`src/rtl/wb_txn_monitor.sv`:
```
// Passive classic-Wishbone transaction monitor feeding a first-word-fall-through event FIFO.
// Define WB_MON_TIMEOUT_EN to enable the no-ACK watchdog and its HOLD state.
module wb_txn_monitor #(
  parameter int ADR_W          = 32,
  parameter int DAT_W          = 32,
  parameter int DEPTH          = 16,
  parameter int LAT_W          = 8,
  parameter int TIMEOUT_CYCLES = 256,
  localparam int SEL_W         = DAT_W / 8,
  localparam int CNT_W         = $clog2(DEPTH) + 1
) (
  input  logic              CLK,
  input  logic              RST_SYNC,
  input  logic              CLR_IN,
  input  logic              WB_CYC_IN,
  input  logic              WB_STB_IN,
  input  logic              WB_WE_IN,
  input  logic              WB_ACK_IN,
  input  logic [SEL_W-1:0]  WB_SEL_IN,
  input  logic [ADR_W-1:0]  WB_ADR_IN,
  input  logic [DAT_W-1:0]  WB_DAT_WR_IN,
  input  logic [DAT_W-1:0]  WB_DAT_RD_IN,
  output logic              EVT_VALID_OUT,
  input  logic              EVT_READY_IN,
  output logic              EVT_RDWRB_OUT,
  output logic [SEL_W-1:0]  EVT_SEL_OUT,
  output logic [ADR_W-1:0]  EVT_ADR_OUT,
  output logic [DAT_W-1:0]  EVT_DATA_OUT,
  output logic [LAT_W-1:0]  EVT_LAT_OUT,
  output logic              EVT_ERR_OUT,
  output logic [CNT_W-1:0]  FIFO_COUNT_OUT,
  output logic [15:0]       DROP_CNT_OUT,
  output logic              OVERFLOW_OUT,
  output logic              ABORT_OUT
);

  localparam int PTR_W = $clog2(DEPTH);
  localparam int REC_W = 1 + SEL_W + ADR_W + DAT_W + LAT_W;
  localparam logic [LAT_W-1:0] LAT_MAX = {LAT_W{1'b1}};

  if ((DEPTH < 2) || ((DEPTH & (DEPTH - 1)) != 0)) begin : g_bad_depth
    $error("wb_txn_monitor: DEPTH must be a power of two >= 2");
  end
  if (TIMEOUT_CYCLES < 1) begin : g_bad_timeout
    $error("wb_txn_monitor: TIMEOUT_CYCLES must be >= 1");
  end

`ifdef WB_MON_TIMEOUT_EN
  typedef enum logic [1:0] {ST_IDLE = 2'd0, ST_WAIT = 2'd1, ST_HOLD = 2'd2} state_t;
  localparam int WD_W = $clog2(TIMEOUT_CYCLES + 1);
  // Error records report the watchdog limit, clipped to what the latency field can hold.
  localparam logic [LAT_W-1:0] TO_LAT =
    (longint'(TIMEOUT_CYCLES) >= (64'd1 << LAT_W)) ? LAT_MAX : LAT_W'(TIMEOUT_CYCLES);
  logic [WD_W-1:0] wd_r;
  logic            timeout_s;
  logic            rec_err_s;
  logic            err_mem_r [DEPTH];
  assign timeout_s = (wd_r == WD_W'(TIMEOUT_CYCLES));
`else
  typedef enum logic {ST_IDLE = 1'b0, ST_WAIT = 1'b1} state_t;
`endif

  state_t             state_r, state_nxt_s;
  logic               bus_act_s;
  logic               cap_we_r;
  logic [SEL_W-1:0]   cap_sel_r;
  logic [ADR_W-1:0]   cap_adr_r;
  logic [DAT_W-1:0]   cap_dat_r;
  logic [LAT_W-1:0]   lat_r;
  logic               push_s, abort_s, abort_r;
  logic [REC_W-1:0]   rec_s;
  logic [REC_W-1:0]   mem_r [DEPTH];
  logic [PTR_W-1:0]   wr_ptr_r, rd_ptr_r;
  logic [CNT_W-1:0]   count_r;
  logic [15:0]        drop_r;
  logic               ovf_r;
  logic               pop_s, full_s, wr_en_s, drop_s;

  assign bus_act_s = WB_CYC_IN & WB_STB_IN;

  // State register
  always_ff @(posedge CLK) begin
    if (RST_SYNC) state_r <= ST_IDLE;
    else          state_r <= state_nxt_s;
  end

  // Next-state logic; ACK wins over a simultaneous strobe drop
  always_comb begin
    state_nxt_s = state_r;
    case (state_r)
      ST_IDLE: begin
        if (bus_act_s && !WB_ACK_IN) state_nxt_s = ST_WAIT;
        else                         state_nxt_s = ST_IDLE;
      end
      ST_WAIT: begin
        if (WB_ACK_IN)       state_nxt_s = ST_IDLE;
        else if (!bus_act_s) state_nxt_s = ST_IDLE;
`ifdef WB_MON_TIMEOUT_EN
        else if (timeout_s)  state_nxt_s = ST_HOLD;
`endif
        else                 state_nxt_s = ST_WAIT;
      end
`ifdef WB_MON_TIMEOUT_EN
      ST_HOLD: begin
        if (!bus_act_s) state_nxt_s = ST_IDLE;
        else            state_nxt_s = ST_HOLD;
      end
`endif
      default: state_nxt_s = ST_IDLE;
    endcase
  end

  // Output logic: record to push and abort request
  always_comb begin
    push_s  = 1'b0;
    abort_s = 1'b0;
    rec_s   = {~WB_WE_IN, WB_SEL_IN, WB_ADR_IN,
               (WB_WE_IN ? WB_DAT_WR_IN : WB_DAT_RD_IN), {LAT_W{1'b0}}};
`ifdef WB_MON_TIMEOUT_EN
    rec_err_s = 1'b0;
`endif
    case (state_r)
      ST_IDLE: begin
        if (bus_act_s && WB_ACK_IN) push_s = 1'b1;
        else                        push_s = 1'b0;
      end
      ST_WAIT: begin
        if (WB_ACK_IN) begin
          push_s = 1'b1;
          rec_s  = {~cap_we_r, cap_sel_r, cap_adr_r,
                    (cap_we_r ? cap_dat_r : WB_DAT_RD_IN), lat_r};
        end else if (!bus_act_s) begin
          abort_s = 1'b1;
`ifdef WB_MON_TIMEOUT_EN
        end else if (timeout_s) begin
          push_s    = 1'b1;
          rec_err_s = 1'b1;
          rec_s     = {~cap_we_r, cap_sel_r, cap_adr_r,
                       (cap_we_r ? cap_dat_r : {DAT_W{1'b0}}), TO_LAT};
`endif
        end else begin
          push_s = 1'b0;
        end
      end
      default: push_s = 1'b0;
    endcase
  end

  // Transfer capture and latency counting
  always_ff @(posedge CLK) begin
    if (RST_SYNC) begin
      cap_we_r  <= 1'b0;
      cap_sel_r <= {SEL_W{1'b0}};
      cap_adr_r <= {ADR_W{1'b0}};
      cap_dat_r <= {DAT_W{1'b0}};
      lat_r     <= {LAT_W{1'b0}};
`ifdef WB_MON_TIMEOUT_EN
      wd_r      <= {WD_W{1'b0}};
`endif
    end else if (state_r == ST_IDLE && bus_act_s && !WB_ACK_IN) begin
      cap_we_r  <= WB_WE_IN;
      cap_sel_r <= WB_SEL_IN;
      cap_adr_r <= WB_ADR_IN;
      cap_dat_r <= WB_DAT_WR_IN;
      lat_r     <= LAT_W'(1);
`ifdef WB_MON_TIMEOUT_EN
      wd_r      <= WD_W'(1);
`endif
    end else if (state_r == ST_WAIT && !WB_ACK_IN) begin
      if (lat_r != LAT_MAX) lat_r <= lat_r + LAT_W'(1);
`ifdef WB_MON_TIMEOUT_EN
      wd_r <= wd_r + WD_W'(1);
`endif
    end
  end

  // FIFO control; a push coincident with a clear is discarded
  always_comb begin
    pop_s   = (count_r != {CNT_W{1'b0}}) & EVT_READY_IN;
    full_s  = (count_r == CNT_W'(DEPTH));
    wr_en_s = push_s & ~RST_SYNC & ~CLR_IN & (~full_s | pop_s);
    drop_s  = push_s & full_s & ~pop_s;
  end

  // FIFO pointers, occupancy and drop bookkeeping
  always_ff @(posedge CLK) begin
    if (RST_SYNC || CLR_IN) begin
      wr_ptr_r <= {PTR_W{1'b0}};
      rd_ptr_r <= {PTR_W{1'b0}};
      count_r  <= {CNT_W{1'b0}};
      drop_r   <= 16'd0;
      ovf_r    <= 1'b0;
    end else begin
      if (wr_en_s) wr_ptr_r <= wr_ptr_r + PTR_W'(1);
      if (pop_s)   rd_ptr_r <= rd_ptr_r + PTR_W'(1);
      case ({wr_en_s, pop_s})
        2'b10:   count_r <= count_r + CNT_W'(1);
        2'b01:   count_r <= count_r - CNT_W'(1);
        default: count_r <= count_r;
      endcase
      if (drop_s) begin
        if (drop_r != 16'hFFFF) drop_r <= drop_r + 16'd1;
        ovf_r <= 1'b1;
      end
    end
  end

  // Record storage
  always_ff @(posedge CLK) begin
    if (wr_en_s) begin
      mem_r[wr_ptr_r] <= rec_s;
`ifdef WB_MON_TIMEOUT_EN
      err_mem_r[wr_ptr_r] <= rec_err_s;
`endif
    end
  end

  // Abort pulse, suppressed by reset
  always_ff @(posedge CLK) begin
    if (RST_SYNC) abort_r <= 1'b0;
    else          abort_r <= abort_s;
  end

  assign EVT_VALID_OUT = (count_r != {CNT_W{1'b0}});
  assign {EVT_RDWRB_OUT, EVT_SEL_OUT, EVT_ADR_OUT, EVT_DATA_OUT, EVT_LAT_OUT} =
    EVT_VALID_OUT ? mem_r[rd_ptr_r] : {REC_W{1'b0}};
`ifdef WB_MON_TIMEOUT_EN
  assign EVT_ERR_OUT = EVT_VALID_OUT & err_mem_r[rd_ptr_r];
`else
  assign EVT_ERR_OUT = 1'b0;
`endif
  assign FIFO_COUNT_OUT = count_r;
  assign DROP_CNT_OUT   = drop_r;
  assign OVERFLOW_OUT   = ovf_r;
  assign ABORT_OUT      = abort_r;

endmodule

```
`config.mk`:
```
export PLATFORM = sky130hd
export DESIGN_NAME = wb_txn_monitor
export DESIGN_NICKNAME = d
export VERILOG_FILES = /design/src/rtl/wb_txn_monitor.sv
export SDC_FILE = /design/constraint.sdc
export NUM_CORES = 1
export LEC_CHECK = 0
export CORE_ASPECT_RATIO = 0.75
export CORE_MARGIN = 2
export CORE_UTILIZATION = 50
export DETAILED_ROUTE_END_ITERATION = 8
export HOLD_SLACK_MARGIN = 0.05
export PLACE_DENSITY = 0.68
export SYNTH_ARGS = -nofsm -noshare
export SYNTH_HDL_FRONTEND = slang
export SYNTH_SLANG_ARGS = --single-unit
```
`constraint.sdc`:
```
create_clock -name CLK -period 9.8 [get_ports CLK]
set_input_delay 1.96 -clock CLK [delete_from_list [all_inputs] [get_ports CLK]]
set_output_delay 1.96 -clock CLK [all_outputs]
set_load 0.01 [all_outputs]
```
==> results.txt <==
Status: finished clean
Ys flop type: edfxtp_1
Via/cell ratio: 6.08
Initial Utilization: 50.5%
RSZ-0062 raised after global routing: no
Ys async rst share: 0%
Reg clk slew, reported paths: 60 ps
Worst-case vdd ir drop: 0.000151 V
Sw Share: 20.2%
Post-synth EDFFs: 1232
Pin count of the biggest net entering global routing: 177
Fin. Hold Viols: 0
Pre-Repair DR Iteration Count: 7
Max_cap viols: 0
Die Wd: 377 um
First-pass GRT wire length: 173000 um
Final setup TNS: 0 ps
H-tree depth: 4
Cell Area, Placed: 55800 um2
Detailed Route WL: 116000 um
Crit path DAT: 4460 ps
Yosys cell types: 47
Max Fclk: 0.156 GHz
Crit-path max cell delay: 990 ps
Worst path bufs/invs: 2
Initial antenna violation count: 4
Max FO, Critical Path: 176
Layout area overhead: 15.0%
Hold Path Depth: 2
Io pins: 210
Fin nets: 2870
CP dominant cell by count: mux4_2
Hold buffers post-CTS: 0
Detail Route Antenna Nets: 0
Post-synthesis sequential area ratio: 75.3%
Clock Path Buffers: 3
R2R depth: 8
Crit-path leading delay family: buffers and inverters
Actual slew at the worst max-slew pin: 1290 ps
WP data required: 7840 ps
Multi-input gate area: 12300 um2
Avg Inst Size Synth: 20.8 um2
Number of port buffers: 208
PwrDens: 192 nW/um2
RR Startpoint: state_r
Placer Congestion: 0.782
Number of global-route vias before repair: 26400
Vias: 25600
Starting DRT DRC Count: 2858
GRT Total Usage: 22.1%
Internal reg-to-reg setup slack: 6160 ps
Hpwl dp: 61000 um
Worst hold start: cap_adr_r[27]
Worst R2R End: mem_r[1][39]
Remaining DRCs: 0
CTS tree: built
CTS Buf Count: 131
Crit. End Element: output pin
Crit Path Category: flip-flop to output pin
Share of cells above drive strength 1: 23.7%
HP Class: flip-flop to flip-flop
Drt wl/cell: 27.6 um
Fillers: 7384
Critical path cell sequence: buf_12, mux4_2, mux4_2, and2_1, clkdlybuf4s50_1
Fin Clk Skew: 38.6 ps
Tmin final: 6420 ps
Leakage: 0.0180 uW
Finished Cell Area: 60000 um2
Cell at the slowest stage of the critical path: dfxtp_4
Final setup viols: 0
Clock network fraction of total power: 42.3%
Sw power: 2320 uW
WHS Endpoint: cap_adr_r[27]
CTS root buffer: clkbuf_16
Row count: 102
Yosys warns: 0
Post-CTS Resized: 0
Final worst path period share: 65.5%
Die area: 107000 um2
CTS Sinks: 1345
Setup crit start kind: flip-flop
Rel. slew slack: 13.9%
Gate Count Post-Synth: 2510
Comb power frac: 2.9%
Internal Power: 9180 uW
FF/Latch Area: 39300 um2
Grt total ovfl: 0
Reg power frac: 54.8%
CORE AREA: 103000 um2
Worst-Skew Late Latency: 750 ps
Height of the die: 284 um
Slew Limit Fails: 0
Synth Net Count: 2627
Synthesized area: 52200 um2
FF+latch count, synth: 1345
Post-CTS setup buffers: 0
cells in the mapped netlist, types with 4 or more instances:
library cell	number	area, um2
a211oi_1	7	52.6
a21oi_1	80	400
and2_1	78	488
and3_1	8	50.1
and4_1	4	35.0
buf_1	6	22.5
buf_2	28	140
buf_6	14	158
clkbuf_1	94	353
dfxtp_1	113	2260
edfxtp_1	1232	37000
ha_1	9	113
inv_1	7	26.3
mux2_2	36	405
mux4_2	385	8670
nand2_1	158	593
nand3_1	12	60.1
nand4_1	10	62.6
nor2_1	115	432
nor3_1	11	55.1
o21ai_0	4	20.0
o22ai_1	32	200
or3_1	6	37.5
xnor2_1	16	140
xor2_1	10	87.6
power by group through the flow:
stage | clock network [uW] | registers, uW | logic (uW)
floorplan | 0 | 6420 | 177
global placement | 0 | 6420 | 324
CTS | 4960 | 6300 | 341
global route | 5180 | 6300 | 367
finish | 4860 | 6300 | 338
detailed placement | 0 | 6420 | 340
worst max-delay path by stage:
stage / to / depth (start not counted) / from
3_3_place_gp: mem_r[7][23] / 9 / WB_ACK_IN
3_5_place_dp: mem_r[14][38] / 8 / WB_ACK_IN
2_1_floorplan: mem_r[3][0] / 5 / RST_SYNC
5_1_grt: EVT_ADR_OUT[29] / 5 / flip-flop
6_report: EVT_RDWRB_OUT / 5 / flip-flop
4_1_cts: EVT_ADR_OUT[31] / 5 / flip-flop
layout by cell type, fill, tap and decap left out, types with 16 or more instances in the layout:
cell                n
clkinv_1           18
and2_1             78
buf_4              38
clkbuf_1           39
o22ai_1            32
dfxtp_1           109
xnor2_1            16
nand2_1           156
nor2_1            103
mux4_2            385
mux2_2             36
clkdlybuf4s50_1   207
clkbuf_16         136
a21oi_1            80
edfxtp_1         1232
clkinv_2           22
stage by stage:
stage               cells  total power [uW]  utilization [%]  setup slack [ps]  hold slack (ps)
detailed placement   3972              6760             54.0              3960              447
floorplan            2510              6590                -               963              434
CTS                  4210             11600             58.0              3320              455
global placement     3972              6740             54.0              3900              439
finish               4211             11500             58.0              3380              453
global route         4210             11800             58.0              3180              470
metal layers:
layer / global-route usage, % / up-vias / wire length (um)
met1: 31.8 / 13600 / 48200
li1: - / 10800 / -
met3: 3.83 / 174 / 9230
met2: 35.1 / 1102 / 56400
met5: 0 / - / 8
met4: 6.59 / 2 / 2430
logic make-up after synthesis:
group | Yosys count | synth area share (%)
and+or+nand+nor | 414 | 3.66
other | 1 | 0.00719
buffers and inverters | 150 | 1.36
AOI/OAI and AO/OA | 141 | 1.59
DFF | 1345 | 75.3
xor gates and xnor gates | 26 | 0.437
adders and majority gates | 9 | 0.216
muxes | 424 | 17.5
cell type report:
cell class | instances | share of cell area (%)
flip-flops and latches | 1345 | 65.5
multi-input cells | 1015 | 20.5
clock buffers | 176 | 5.94
repair buffers | 253 | 4.20
well taps | 1352 | 2.82
clock inverters | 62 | 0.941
inverters | 7 | 0.0438
diodes | 1 | 0.00417
worst reg2reg max path, cell delays in order (launching register included):
cell     delay (ps)
dfxtp_1         460
nand2_2         120
buf_4           570
nand2_1         150
buf_4           310
nand2_1         160
buf_4           410
nor2_1          110
nor2_1          950
flip-flops by register name (all words and copies together), names as in the netlist, named ones only:
register,count
rd_ptr_r,4
cap_adr_r,32
cap_sel_r,4
mem_r,1232
DROP_CNT_OUT,16
cap_dat_r,32
ABORT_OUT,1
cap_we_r,1
lat_r,8
wr_ptr_r,4
FIFO_COUNT_OUT,5
OVERFLOW_OUT,1
state_r,1
No activity file was read; power rests on OpenSTA's default activity.
